[config.mk]
export PLATFORM = sky130hd
export DESIGN_NAME = mac_horner_seq
export DESIGN_NICKNAME = d
export VERILOG_FILES = /design/src/rtl/mac_pkg.sv /design/src/rtl/mac_coef_rf.sv /design/src/rtl/mac_horner_seq.sv
export SDC_FILE = /design/constraint.sdc
export NUM_CORES = 1
export LEC_CHECK = 0
export BUFFER_PORTS_ARGS = -buffer_cell sky130_fd_sc_hd__buf_2
export CORE_MARGIN = 4
export CORE_UTILIZATION = 61
export DETAILED_ROUTE_END_ITERATION = 10
export PLACE_DENSITY_LB_ADDON = 0.1
export SLEW_MARGIN = 20
export SYNTH_ARGS = -nofsm -noshare
export SYNTH_HDL_FRONTEND = slang
export SYNTH_SLANG_ARGS = --single-unit
[constraint.sdc]
create_clock -name clk -period 9.4 [get_ports clk]
set_input_delay 0.47 -clock clk [delete_from_list [all_inputs] [get_ports clk]]
set_output_delay 0.47 -clock clk [all_outputs]
set_load 0.05 [all_outputs]
[src/rtl/mac_pkg.sv]
// -----------------------------------------------------------------------------
// mac_pkg
//   Shared types and constants for the Horner-rule sequencer that drives the
//   external MAC unit.
//   Contents:
//     state_t          - sequencer FSM states
//     MAC_MODE_TRI     - MAC mode select value (fixed)
//     MUL_SRC_IN1/FB   - multiplier source select: external operand / feedback
//     ADD_SRC_EXT      - adder source select: external addend (fixed)
//     COEF_W, ACC_W    - coefficient and accumulator widths
//     NUM_COEF, IDX_W  - coefficient file depth and index width
//     horner_add_idx() - addend coefficient index for a given degree and step
// -----------------------------------------------------------------------------
package mac_pkg;

  typedef enum logic [2:0] {
    ST_IDLE    = 3'd0,
    ST_ISSUE   = 3'd1,
    ST_WAIT    = 3'd2,
    ST_CAPTURE = 3'd3,
    ST_HOLD    = 3'd4
  } state_t;

  localparam logic MAC_MODE_TRI = 1'b1;
  localparam logic MUL_SRC_IN1  = 1'b0;
  localparam logic MUL_SRC_FB   = 1'b1;
  localparam logic ADD_SRC_EXT  = 1'b0;

  localparam int COEF_W   = 8;
  localparam int ACC_W    = 16;
  localparam int NUM_COEF = 8;
  localparam int IDX_W    = 3;

  // Step k of Horner's rule for degree d adds coefficient c[d-1-k].
  // Only meaningful for k <= d-1; other combinations are never issued.
  function automatic logic [IDX_W-1:0] horner_add_idx(
    input logic [IDX_W-1:0] d,
    input logic [IDX_W-1:0] k
  );
    return d - IDX_W'(1) - k;
  endfunction

endpackage

[src/rtl/mac_coef_rf.sv]
// -----------------------------------------------------------------------------
// mac_coef_rf
//   8 x 8-bit polynomial coefficient register file, cleared by reset.
//   Ports:
//     clk, reset             - clock, asynchronous active-high reset
//     wr_en/wr_addr/wr_data  - single synchronous write port
//     rd_addr_a/rd_data_a    - combinational read port (addend coefficient)
//     rd_addr_b/rd_data_b    - combinational read port (leading coefficient,
//                              also c[0] for a degree-0 evaluation)
// -----------------------------------------------------------------------------
module mac_coef_rf
  import mac_pkg::*;
(
  input  logic              clk,
  input  logic              reset,
  input  logic              wr_en,
  input  logic [IDX_W-1:0]  wr_addr,
  input  logic [COEF_W-1:0] wr_data,
  input  logic [IDX_W-1:0]  rd_addr_a,
  output logic [COEF_W-1:0] rd_data_a,
  input  logic [IDX_W-1:0]  rd_addr_b,
  output logic [COEF_W-1:0] rd_data_b
);

  logic [COEF_W-1:0] mem [NUM_COEF];

  always_ff @(posedge clk or posedge reset) begin
    if (reset) begin
      for (int i = 0; i < NUM_COEF; i++) begin
        mem[i] <= '0;
      end
    end else if (wr_en) begin
      mem[wr_addr] <= wr_data;
    end
  end

  assign rd_data_a = mem[rd_addr_a];
  assign rd_data_b = mem[rd_addr_b];

endmodule

[src/rtl/mac_horner_seq.sv]
// -----------------------------------------------------------------------------
// mac_horner_seq
//   Evaluates p(x) = sum c[i] x^i (degree 0..7, mod 2^16) by Horner's rule,
//   sequencing an external MAC unit one step per issue and feeding back the
//   MAC's own result. The result is returned through a valid/ready handshake.
//   Parameter:
//     MAC_LAT      - MAC issue-to-mac_output latency in cycles (>= 1)
//   Ports:
//     clk, reset                      - clock, asynchronous active-high reset
//     coef_wr/coef_addr/coef_data     - coefficient write (dropped while busy)
//     start/degree/x_in               - begin evaluation of degree d at x
//     busy                            - evaluation in progress
//     done                            - one-cycle pulse when result loads
//     result/result_valid/result_ready- result handshake
//     mac_in_1/mac_in_2/mac_in_add    - MAC operands
//     mac_mode                        - MAC mode (fixed)
//     mac_mul_input_mux               - 0: in_1, 1: feedback
//     mac_adder_input_mux             - adder source (fixed external)
//     mac_mul_en/mac_adder_en         - MAC stage enables
//     mac_output                      - MAC result
// -----------------------------------------------------------------------------
module mac_horner_seq
  import mac_pkg::*;
#(
  parameter int MAC_LAT = 1
)
(
  input  logic              clk,
  input  logic              reset,
  input  logic              coef_wr,
  input  logic [IDX_W-1:0]  coef_addr,
  input  logic [COEF_W-1:0] coef_data,
  input  logic              start,
  input  logic [IDX_W-1:0]  degree,
  input  logic [COEF_W-1:0] x_in,
  output logic              busy,
  output logic              done,
  output logic [ACC_W-1:0]  result,
  output logic              result_valid,
  input  logic              result_ready,
  output logic [COEF_W-1:0] mac_in_1,
  output logic [COEF_W-1:0] mac_in_2,
  output logic [COEF_W-1:0] mac_in_add,
  output logic              mac_mode,
  output logic              mac_mul_input_mux,
  output logic              mac_adder_input_mux,
  output logic              mac_mul_en,
  output logic              mac_adder_en,
  input  logic [ACC_W-1:0]  mac_output
);

  // The wait counter loads MAC_LAT-1 and counts down to 1.
  localparam int WCNT_W = (MAC_LAT > 1) ? $clog2(MAC_LAT) : 1;

  state_t            state;
  logic [IDX_W-1:0]  deg_q;
  logic [IDX_W-1:0]  step_q;
  logic [COEF_W-1:0] x_q;
  logic [WCNT_W-1:0] wait_cnt;
  logic              busy_q;
  logic              done_q;
  logic              valid_q;
  logic [ACC_W-1:0]  result_q;

  logic [COEF_W-1:0] coef_add;
  logic [COEF_W-1:0] coef_lead;
  logic              last_step;

  // Coefficient writes are only accepted while idle so an evaluation always
  // sees a stable polynomial; a write coincident with start still lands
  // before the first issue.
  mac_coef_rf u_coef_rf (
    .clk       (clk),
    .reset     (reset),
    .wr_en     (coef_wr & ~busy_q),
    .wr_addr   (coef_addr),
    .wr_data   (coef_data),
    .rd_addr_a (horner_add_idx(deg_q, step_q)),
    .rd_data_a (coef_add),
    .rd_addr_b (deg_q),
    .rd_data_b (coef_lead)
  );

  assign last_step = (step_q == (deg_q - IDX_W'(1)));

  // Sequencer FSM: IDLE -> (ISSUE [-> WAIT])* -> CAPTURE -> HOLD -> IDLE
  always_ff @(posedge clk or posedge reset) begin
    if (reset) begin
      state    <= ST_IDLE;
      deg_q    <= '0;
      step_q   <= '0;
      x_q      <= '0;
      wait_cnt <= '0;
      busy_q   <= 1'b0;
      done_q   <= 1'b0;
      valid_q  <= 1'b0;
      result_q <= '0;
    end else begin
      done_q <= 1'b0;
      unique case (state)
        ST_IDLE: begin
          if (start) begin
            deg_q  <= degree;
            x_q    <= x_in;
            step_q <= '0;
            busy_q <= 1'b1;
            state  <= (degree == '0) ? ST_CAPTURE : ST_ISSUE;
          end
        end

        ST_ISSUE: begin
          if (MAC_LAT > 1) begin
            wait_cnt <= WCNT_W'(MAC_LAT - 1);
            state    <= ST_WAIT;
          end else if (last_step) begin
            state <= ST_CAPTURE;
          end else begin
            step_q <= step_q + IDX_W'(1);
          end
        end

        ST_WAIT: begin
          if (wait_cnt == WCNT_W'(1)) begin
            if (last_step) begin
              state <= ST_CAPTURE;
            end else begin
              step_q <= step_q + IDX_W'(1);
              state  <= ST_ISSUE;
            end
          end else begin
            wait_cnt <= wait_cnt - WCNT_W'(1);
          end
        end

        ST_CAPTURE: begin
          // Degree 0 never touches the MAC: p(x) is simply c[0], which is
          // what the leading-coefficient port reads when deg_q is 0.
          result_q <= (deg_q == '0) ? {{(ACC_W-COEF_W){1'b0}}, coef_lead}
                                    : mac_output;
          done_q   <= 1'b1;
          valid_q  <= 1'b1;
          state    <= ST_HOLD;
        end

        ST_HOLD: begin
          if (result_ready) begin
            valid_q <= 1'b0;
            busy_q  <= 1'b0;
            state   <= ST_IDLE;
          end
        end

        default: state <= ST_IDLE;
      endcase
    end
  end

  // MAC drive: decoded from registered state; quiet outside ISSUE.
  // Step 0 multiplies c[d] by x; later steps multiply the fed-back
  // accumulator by x, so in_1 is unused there and held at 0.
  always_comb begin
    mac_in_1          = '0;
    mac_in_2          = '0;
    mac_in_add        = '0;
    mac_mul_input_mux = MUL_SRC_IN1;
    mac_mul_en        = 1'b0;
    mac_adder_en      = 1'b0;
    if (state == ST_ISSUE) begin
      mac_mul_en   = 1'b1;
      mac_adder_en = 1'b1;
      mac_in_2     = x_q;
      mac_in_add   = coef_add;
      if (step_q == '0) begin
        mac_in_1 = coef_lead;
      end else begin
        mac_mul_input_mux = MUL_SRC_FB;
      end
    end
  end

  assign mac_mode            = MAC_MODE_TRI;
  assign mac_adder_input_mux = ADD_SRC_EXT;

  assign busy         = busy_q;
  assign done         = done_q;
  assign result_valid = valid_q;
  assign result       = result_q;

endmodule

==> results.json <==
{
  "outcome": "finished, final reports clean",
  "fin_nets": 535,
  "portBuffers": 88,
  "num_antenna_cells": 0,
  "antenna_found_initial": 0,
  "hold_violations": 0,
  "timing.final.crit_share": 0.4976,
  "stdcell_area_sq_um": 5963,
  "drive_gt1_frac": 0.4510,
  "cts_resized": 0,
  "synth_nets": 459,
  "cp.required_ns": 8.93,
  "grtUsageTotal": 0.2499,
  "synth_top_area_frac": 0.4799,
  "dp_cells": 579,
  "avgSynthCellArea_sq_um": 12.88,
  "dieArea_sq_um": 10180,
  "timing.rr.end": "step_q[0]",
  "gr-usage-met3": 0.03599,
  "wirelength_mm": 11.96,
  "die_h_microns": 100.9,
  "tns_ns": 0,
  "gp_congestion": 0.8623,
  "areaGrowthSynthToFinish_pct": 13.23,
  "cpPeakStageDelay_ns": 1.20,
  "layout_min_cycle_time_ns": 4.677,
  "p_leak_nw": 2.865,
  "final_antenna_net_count": 0,
  "slew_violations": 0,
  "grt_pass1_vias": 3664,
  "holdWs_ns": 0.09728,
  "setup_viol": 0,
  "rsz0062_at_grt": "false",
  "yosys_warnings": 0,
  "grt_pass1_wl_mm": 19.33,
  "vias": 3601,
  "htree_levels": 3,
  "rows": 33,
  "synthCells": 409,
  "numCtsBuffers": 9,
  "viasPerCell": 6.052,
  "critPathKind": "register to output pin",
  "power_mw": 2.424,
  "rr_startpoint": "deg_q[0]",
  "grt_busiest_layer": "met2",
  "grt.met1_usage": 0.3491,
  "synth_edf_count": 0,
  "async_reset_ff_frac": 1.000,
  "crit_fanout": 19,
  "ctsHoldBuffers": 0,
  "synth.distinct_cells": 38,
  "worstPathArrival_ns": 4.21,
  "cts.sinks": 101,
  "synth_area_sq_um": 5266,
  "worstRegToRegCells": 5,
  "cts_setup_buffers": 0,
  "synth_top_area_cell": "dfrtp_1",
  "cts_tree": "built",
  "pre_cts_slack_ns": 5.127,
  "ios": 91,
  "placed_cell_area_sq_um": 5732,
  "dp_hpwl_mm": 8.347,
  "hold_class": "primary input to async pin",
  "fmax_mhz": 213.8,
  "cp_slowest_cell": "fa_1",
  "peakVddDrop_uv": 185.4,
  "cts_buffer_depth": 2,
  "fin_ws_ns": 4.723,
  "maxSlewHeadroom": 0.3044,
  "drc_errors": 0,
  "drt-initial-drc-count": 171,
  "crit_path_start_kind": "register",
  "synth_seq_cells": 101,
  "reg2reg_slack_ns": 6.50,
  "cts_root_buf": "clkbuf_8",
  "final_cell_count_no_fill": 595,
  "clkTransAtPathRegs_ns": 0.09,
  "ys_seq_area_frac": 0.4799,
  "synth.area.top_cells": "dfrtp_1, mux2_2, mux4_2, mux2i_1, nand2_1",
  "grt_overflow": 0,
  "clk_latency_ns": 0.36,
  "tightestPinTransition_ns": 1.040,
  "crit_chain": "inv_1 -> ha_1 -> fa_1 -> mux4_2 -> mux2i_1 -> nor2_1 -> buf_2",
  "end_kind": "output pin",
  "fin_util": 0.7185,
  "firstDrtPassIters": 4,
  "powerDensity_nw_per_um2": 406.4,
  "fin_skew_ns": 0.007083,
  "wl_per_cell_microns": 20.10,
  "initial_core_util": 0.6346,
  "use_met2": 0.4020,
  "maxCapViolCount": 0,
  "grt_max_degree": 69,
  "core_area_sq_um": 8299,
  "synth-main-ff-cell": "dfrtp_1",
  "die_x_microns": 100.9
}
-- where the power goes --
part / total [mW] / switching [mW] / internal (mW)
registers: 0.767 / 0.170 / 0.597
clock network: 0.316 / 0.156 / 0.160
logic: 1.34 / 0.777 / 0.563
-- cell usage after synthesis (all sizes together) (2+ instances only) --
| cell type | count |
|---|---|
| dfrtp | 101 |
| mux2 | 76 |
| nand2 | 36 |
| mux4 | 32 |
| nor2 | 30 |
| a21oi | 19 |
| mux2i | 17 |
| buf | 15 |
| nand3 | 10 |
| and2 | 9 |
| clkbuf | 9 |
| inv | 9 |
| ha | 6 |
| nand3b | 6 |
| a211oi | 3 |
| nand2b | 3 |
| nor2b | 3 |
| nor3b | 3 |
| o21ai | 3 |
| a221o | 2 |
| conb | 2 |
| or2 | 2 |
| or3 | 2 |
| xnor2 | 2 |
-- per-layer routing --
layer,share of wire,up-vias
met5,0,-
li1,-,1629
met1,0.42,1842
met4,0.015,0
met2,0.50,116
met3,0.068,14
-- registers in the layout, indices dropped and copies added, names as in the netlist --
name / flops
x_q: 8
step_q: 3
state: 3
u_coef_rf.mem: 64
deg_q: 3
busy: 1
result_valid: 1
done: 1
wait_cnt: 1
result: 16
-- cells by family after synthesis --
family | after synthesis | share of synthesized area
muxes | 125 | 0.3317
and+or+nand+nor | 105 | 0.09503
DFF | 101 | 0.4799
buffers and inverters | 34 | 0.02922
AOI/OAI and AO/OA | 32 | 0.03683
adders and majority gates | 7 | 0.01806
xor gates and xnor gates | 3 | 0.007842
other | 2 | 0.001426
-- worst max-delay path: cells and delay by family, from the launching register on --
kind | cells | cell delay (ns)
muxes | 2 | 0.79
buffers and inverters | 2 | 0.39
adders and majority gates | 2 | 1.57
and+or+nand+nor | 1 | 0.08
DFF | 1 | 1.00
-- final cells by class --
cell class | instances | area (sq um)
Timing Repair Buffer | 89 | 447.9
Tap cell | 105 | 131.4
Multi-Input combinational cell | 274 | 2585
Clock buffer | 10 | 137.6
Inverter | 10 | 40.04
Clock inverter | 6 | 93.84
Sequential cell | 101 | 2527
Fill cell | 594 | 2336
-- worst max-delay path by stage --
stage	from	to	slack, ns	cells past startpoint
global placement	deg_q[0]	mac_in_add[5]	5.23	7
floorplan	deg_q[0]	mac_in_add[6]	5.66	10
CTS	deg_q[0]	mac_in_add[3]	4.69	7
detailed placement	deg_q[0]	mac_in_add[5]	5.13	7
finish	deg_q[0]	mac_in_add[3]	4.72	7
global route	deg_q[0]	mac_in_add[3]	4.39	7
-- placed cells by master (no fill, tap or decap), types with 6 or more instances in the layout --
| cell | Yosys | final |
|---|---|---|
| buf_2 | 9 | 88 |
| mux2_2 | 76 | 76 |
| nand2_1 | 36 | 36 |
| nand3_1 | 10 | 10 |
| mux4_2 | 32 | 32 |
| nor2_1 | 30 | 30 |
| inv_1 | 8 | 7 |
| nand3b_1 | 6 | 6 |
| a21oi_1 | 19 | 19 |
| clkbuf_8 | 0 | 10 |
| dfrtp_1 | 101 | 101 |
| and2_1 | 9 | 9 |
| mux2i_1 | 17 | 17 |
| ha_1 | 6 | 6 |
Note: power is estimated with default switching activity, not from simulation.
